### src/rtl/mem_stage.sv
// mem_stage: memory pipeline stage; issues data-memory loads/stores over req/ack,
// stalls upstream during an access and emits a registered writeback bundle.
module mem_stage #(
    parameter int REG_W   = 6,
    parameter int TIMEOUT = 15
) (
    input  logic             clk,
    input  logic             rst_n,
    input  logic             in_valid,
    input  logic [1:0]       mem_ctl,
    input  logic             result_P,
    input  logic [31:0]      result_I,
    input  logic [31:0]      result_F,
    input  logic [31:0]      Wdata,
    input  logic             wb_en,
    input  logic [1:0]       wb_sel,
    input  logic [REG_W-1:0] wb_dst,
    output logic             stall,
    output logic             dmem_req,
    output logic             dmem_we,
    output logic [31:0]      dmem_addr,
    output logic [31:0]      dmem_wdata,
    input  logic             dmem_ack,
    input  logic [31:0]      dmem_rdata,
    output logic             wb_valid_o,
    output logic             wb_en_o,
    output logic [REG_W-1:0] wb_dst_o,
    output logic [31:0]      wb_data_o,
    output logic             fault
);
    typedef enum logic {IDLE, ACCESS} state_t;

    state_t             state, state_nx;
    logic [7:0]         cnt, cnt_nx;
    logic               req_nx, we_nx, valid_nx, en_nx, fault_nx;
    logic [31:0]        addr_nx, wdata_nx, data_nx;
    logic [REG_W-1:0]   dst_nx;
    logic               c_en, c_p, c_en_nx, c_p_nx;
    logic [1:0]         c_sel, c_sel_nx;
    logic [REG_W-1:0]   c_dst, c_dst_nx;
    logic [31:0]        c_f, c_f_nx;
    logic               is_mem;

    function automatic logic [31:0] sel_data(input logic [1:0] sel, input logic [31:0] i,
                                             input logic p, input logic [31:0] f);
        return sel == 2'd0 ? i : sel == 2'd1 ? {31'b0, p} : sel == 2'd2 ? f : 32'b0;
    endfunction

    assign stall  = (state == ACCESS);
    assign is_mem = (mem_ctl == 2'b01) || (mem_ctl == 2'b10);

    always_comb begin
        state_nx = state;
        cnt_nx   = cnt;
        req_nx   = dmem_req;
        we_nx    = dmem_we;
        addr_nx  = dmem_addr;
        wdata_nx = dmem_wdata;
        valid_nx = 1'b0;
        en_nx    = wb_en_o;
        dst_nx   = wb_dst_o;
        data_nx  = wb_data_o;
        fault_nx = fault;
        c_en_nx  = c_en;
        c_p_nx   = c_p;
        c_sel_nx = c_sel;
        c_dst_nx = c_dst;
        c_f_nx   = c_f;
        if (state == IDLE) begin
            if (in_valid && !is_mem) begin
                valid_nx = 1'b1;
                en_nx    = wb_en;
                dst_nx   = wb_dst;
                data_nx  = sel_data(wb_sel, result_I, result_P, result_F);
            end else if (in_valid && result_I[1:0] != 2'b00) begin
                valid_nx = 1'b1;
                en_nx    = 1'b0;
                dst_nx   = wb_dst;
                data_nx  = 32'b0;
                fault_nx = 1'b1;
            end else if (in_valid) begin
                state_nx = ACCESS;
                cnt_nx   = 8'd0;
                req_nx   = 1'b1;
                we_nx    = (mem_ctl == 2'b10);
                addr_nx  = result_I;
                wdata_nx = Wdata;
                c_en_nx  = wb_en;
                c_p_nx   = result_P;
                c_sel_nx = wb_sel;
                c_dst_nx = wb_dst;
                c_f_nx   = result_F;
            end
        end else if (dmem_ack) begin
            state_nx = IDLE;
            req_nx   = 1'b0;
            valid_nx = 1'b1;
            dst_nx   = c_dst;
            en_nx    = dmem_we ? 1'b0 : c_en;
            data_nx  = dmem_we ? 32'b0 :
                       c_sel == 2'd3 ? dmem_rdata : sel_data(c_sel, dmem_addr, c_p, c_f);
        end else if (cnt == 8'(TIMEOUT - 1)) begin
            // Give up: retire the instruction as a non-writing fault.
            state_nx = IDLE;
            req_nx   = 1'b0;
            valid_nx = 1'b1;
            en_nx    = 1'b0;
            dst_nx   = c_dst;
            data_nx  = 32'b0;
            fault_nx = 1'b1;
        end else begin
            cnt_nx = cnt + 8'd1;
        end
    end

    always_ff @(posedge clk) begin
        if (!rst_n) begin
            state      <= IDLE;
            cnt        <= '0;
            dmem_req   <= 1'b0;
            dmem_we    <= 1'b0;
            dmem_addr  <= '0;
            dmem_wdata <= '0;
            wb_valid_o <= 1'b0;
            wb_en_o    <= 1'b0;
            wb_dst_o   <= '0;
            wb_data_o  <= '0;
            fault      <= 1'b0;
            c_en       <= 1'b0;
            c_p        <= 1'b0;
            c_sel      <= '0;
            c_dst      <= '0;
            c_f        <= '0;
        end else begin
            state      <= state_nx;
            cnt        <= cnt_nx;
            dmem_req   <= req_nx;
            dmem_we    <= we_nx;
            dmem_addr  <= addr_nx;
            dmem_wdata <= wdata_nx;
            wb_valid_o <= valid_nx;
            wb_en_o    <= en_nx;
            wb_dst_o   <= dst_nx;
            wb_data_o  <= data_nx;
            fault      <= fault_nx;
            c_en       <= c_en_nx;
            c_p        <= c_p_nx;
            c_sel      <= c_sel_nx;
            c_dst      <= c_dst_nx;
            c_f        <= c_f_nx;
        end
    end
endmodule

### config.mk
export PLATFORM = sky130hd
export DESIGN_NAME = mem_stage
export DESIGN_NICKNAME = d
export VERILOG_FILES = /design/src/rtl/mem_stage.sv
export SDC_FILE = /design/constraint.sdc
export NUM_CORES = 1
export LEC_CHECK = 0
export ABC_AREA = 1
export CORE_MARGIN = 4
export CORE_UTILIZATION = 49
export DETAILED_ROUTE_END_ITERATION = 12
export GPL_ROUTABILITY_DRIVEN = 0
export PLACE_DENSITY = 0.86
export SLEW_MARGIN = 30
export SYNTH_ARGS = -nofsm -noshare
export SYNTH_HDL_FRONTEND = slang
export SYNTH_SLANG_ARGS = --single-unit
export TNS_END_PERCENT = 20
### constraint.sdc
create_clock -name clk -period 2.76 [get_ports clk]
set_input_delay 0.414 -clock clk [delete_from_list [all_inputs] [get_ports clk]]
set_output_delay 0.414 -clock clk [all_outputs]
set_load 0.02 [all_outputs]
; After elaboration in Yosys (flattened, before gate mapping)
; Index checks and enable logic that the tools add are counted.
; W data, S select, Z words.
[totals]
reg_bits = 158
inputBits = 144
elab_cells = 100
[classes]
muxes = 51
n_reduce_logical = 15
bitwise_logic = 3
n_eq_ne = 14
addsub = 1
[ops]
columns = op, n
row1 = $mux W32, 13
row2 = $mux W8, 6
row3 = $mux W6, 5
row4 = $mux W1, 27
row5 = $reduce_and A4 Y1, 3
row6 = $add A8 B1 Y8 const B, 1
row7 = $eq A2 B2 Y1 const B, 4
row8 = $eq A8 B4 Y1 const B, 1
row9 = $ne A2 B2 Y1 const B, 4
row10 = $eq A2 B1 Y1 const B, 3
row11 = $reduce_bool A2 Y1, 3
row12 = $reduce_and A5 Y1, 1
row13 = $logic_not A2 Y1, 2
row14 = $ne A3 B2 Y1 const B, 1
row15 = $not A1 Y1, 3
row16 = $reduce_bool A3 Y1, 1
row17 = $logic_and A1 B1 Y1, 2
row18 = $ne A2 B1 Y1 const B, 1
row19 = $reduce_and A2 Y1, 1
row20 = $logic_not A1 Y1, 1
row21 = $logic_or A1 B1 Y1, 1

; Longest topological paths before layout
[logic_depth]
depth_word = 8
depth_mapped = 10

; Worst setup path before layout
; Ideal clock, no wire load.
[synth_timing]
path_type = input to register
start = input mem_ctl[0]
end = register c_en
arrival_time_ns = 1.536
required_time_ns = 2.644
path_stages = 8
slack_ns = 1.109
cell_sequence = inv_1 ha_1 inv_1 nand3_4 buf_6 clkbuf_1 o21ai_0 nor2_1
[synth_via]
elab_chain_cells = 6
elab_cells_between_ends = 7
[synth_lines]
columns = element, line
row1 = from (decl), 10  ; input logic [1:0] mem_ctl,
row2 = $eq A2 B1 Y1 or $eq A2 B2 Y1 (tied branches), 50  ; assign is_mem = (mem_ctl == 2'b01) || (mem_ctl == 2'b10);
row3 = $logic_or A1 B1 Y1 (*), 50
row4 = $logic_not A1 Y1 (*), 70  ; if (in_valid && !is_mem) begin
row5 = $logic_and A1 B1 Y1 (*), 70
row6 = $not A1 Y1 (no line) (*), -
row7 = $reduce_and A4 Y1 (no line) (*), -
row8 = to (signal assigned), 146  ; c_en <= c_en_nx;
row9 = to (decl), 38  ; logic c_en, c_p, c_en_nx, c_p_nx;
; Every way passes the cells marked *; elsewhere a longest branch is shown, timed or not.
; A chain may end at the register's enable or synchronous reset.

; Worst setup path after layout
[layout_timing]
start = register state (netlist: stall)
end = output stall
[layout_lines]
columns = element, line
row1 = from (decl), 33  ; state_t state, state_nx;
row2 = from (signal assigned), 135  ; state <= state_nx;
row3 = to (decl), 18  ; output logic stall,
; No word-level cell between the ends.

==> results_dict.tcl <==
set metrics [dict create \
    start_kind "flip-flop" \
    p_int_mw 4.50 \
    cts_resized 0 \
    switching_power_mw 1.48 \
    area_delta_synth_final_pct 45.0 \
    grt_pass1_wl_um 37000 \
    p_leak_nw 4.35 \
    die_area_um2 16700 \
    seq_area_um2 3160 \
    ios 252 \
    setup_viol 0 \
    status "complete, no violations" \
    ys_seq_area_share_pct 43.9 \
    drc 0 \
    core_um2 14500 \
    swShare_pct 24.7 \
    synth_warnings 0 \
    fin_nets 1442 \
    grt_start_max_net_pins 49 \
    cts_sinks 158 \
    cts_buffers 17 \
    rsz0062_at_grt "false" \
    die_w_um 129 \
    cts_tree "done" \
    final_layout_size_suffix_gt1_share_pct 5.97 \
    grt_overflow 0 \
    clockBufferDepth 2 \
    fin_crit_ns 2.08 \
    die-height_um 129 \
    pwr-share-comb_pct 15.4 \
    n_antenna_cell 0 \
    fmax_ghz 0.480 \
    total_power_mw 5.97 \
    syn_avg_cell_area_um2 6.71 \
    final_cell_mix "nand2_1, clkdlybuf4s50_1, nor2_1, dfxtp_1, o21ai_0" \
    vias 7787 \
    max_slew_margin_pct 65.0 \
    hold_viol 0 \
    hp-class "reg -> reg" \
    synth_edf_count 0 \
    syn_inst 1072 \
    p_clk_share_pct 43.8 \
    critPathCaptureType "primary output" \
    peakVddDrop_mv 0.442 \
    wl_per_cell_um 15.6 \
    drt_wl_total_um 23300 \
    slew_violations 0 \
    ant_nets 0 \
    start_util_pct 49.7 \
    clk-insertion-delay-late_ns 0.43 \
    grt_pass1_vias 7525 \
    ys_ff_latch 158 \
    clk_pin_slew_ns 0.06 \
    async_reset_ff_share_pct 0 \
    max_cap_violations 0 \
    syn-num-nets 1219 \
    post_cts_buffers 0 \
    antenna_found_initial 0 \
    numPortBuffers 251 \
    synth_cell_types 29 \
    fillers 1188 \
    worstSetupPathType "reg -> out" \
    cp_max_fo 18 \
    multi_input_area_um2 3470 \
    synth_flop_cell "dfxtp_1" \
    drt_iter0_drc 596 \
    tightestPinTransition_ns 0.524 \
    cts_max_level 4 \
    critPathRequiredTime_ns 2.35 \
    viasPerCell 5.22 \
    dpl.hpwl_um 15900 \
    setup_tns_ns 0 \
    track_usage_pct 27.8 \
    rows 44 \
    cts-root-buf "clkbuf_16" \
    min_period_over_period_pct 75.4 \
    drtPass1Iterations 4 \
    finClkSkew_ns 0.0137 \
    final_common_cell "nand2_1" \
    syn_area_um2 7200 \
    p_per_area_nw_per_um2 572 \
    cts_hold_repair.buffers 0 \
    crit_arrival_ns 1.67 \
    power_frac_seq_pct 40.8 \
]
-- metrics by stage --
step | hold WS [ns] | utilization, % | setup slack, ns | area [um2] | instances
detailed placement | 0.441 | 67.5 | 0.409 | 9780 | 1460
CTS | 0.448 | 72.1 | 0.673 | 10400 | 1491
global route | 0.465 | 72.1 | 0.625 | 10400 | 1491
global placement | 0.436 | 67.5 | 0.457 | 9780 | 1460
finish | 0.449 | 72.1 | 0.679 | 10400 | 1491
floorplan | 0.449 | - | 1.11 | 7200 | 1072
-- area by class of cell --
| cell class | instances | share of cell area (%) |
|---|---|---|
| clock inverter | 10 | 1.76 |
| inverter | 51 | 1.86 |
| multi-input combinational | 796 | 33.3 |
| sequential | 158 | 30.3 |
| timing repair buffer | 271 | 26.1 |
| clock buffer | 21 | 4.51 |
| tap | 184 | 2.21 |
-- layer usage --
layer,track usage [%],part of all wire [%]
met5,0,0
met4,11.1,2.7
met3,8.04,8.5
met2,47.2,49
met1,33.2,40
-- worst paths after layout --
| kind | startpoint | endpoint | slack [ns] | depth (start not counted) |
|---|---|---|---|---|
| min | fault | fault | 0.45 | 2 |
| max | stall | stall | 0.68 | 2 |
| max reg2reg | cnt[0] | wb_data_o[13] | 0.80 | 8 |
| min reg2reg | fault | fault | 0.45 | 2 |
-- cell families (layout without fill, tap and decap cells) --
group / after synthesis / after routing / share of synthesized area, %
simple gates: 601 / 601 / 33.1
buf+inv: 118 / 353 / 7.96
compound gates: 192 / 192 / 14.4
flops: 158 / 158 / 43.9
fa+ha+maj: 3 / 3 / 0.522
-- synthesized netlist by cell type (8+ instances only) --
cell / n / area [um2]
a21oi_1: 54 / 270
a21oi_2: 11 / 96.3
buf_2: 23 / 115
buf_4: 11 / 82.6
buf_6: 8 / 90.1
clkbuf_1: 23 / 86.3
dfxtp_1: 158 / 3160
inv_1: 47 / 176
nand2_1: 323 / 1210
nand3_1: 47 / 235
nor2_1: 219 / 822
o21ai_0: 102 / 510
o21ai_1: 14 / 70.1
o22ai_1: 8 / 50.1
-- registers in the layout (all words and copies together) (netlist names) --
name / count
c_dst: 6
c_en: 1
c_f: 32
c_p: 1
c_sel: 2
cnt: 8
dmem_addr: 32
dmem_req: 1
dmem_wdata: 32
dmem_we: 1
fault: 1
stall: 1
wb_data_o: 32
wb_dst_o: 6
wb_en_o: 1
wb_valid_o: 1
-- power by group through the flow --
stage	Combinational, mW	Clock [mW]	Sequential (mW)
after floorplan	0.374	0	2.56
after global placement	0.902	0	2.48
after detailed placement	0.913	0	2.48
after CTS	0.920	2.64	2.44
after global routing	0.998	2.73	2.45
final	0.922	2.61	2.44
-- worst max-delay path: stages, from the launching register on --
cell             delay, ns
dfxtp_1               0.35
buf_4                 0.25
clkdlybuf4s50_1       0.65
Power figures use the tool's default switching activity.
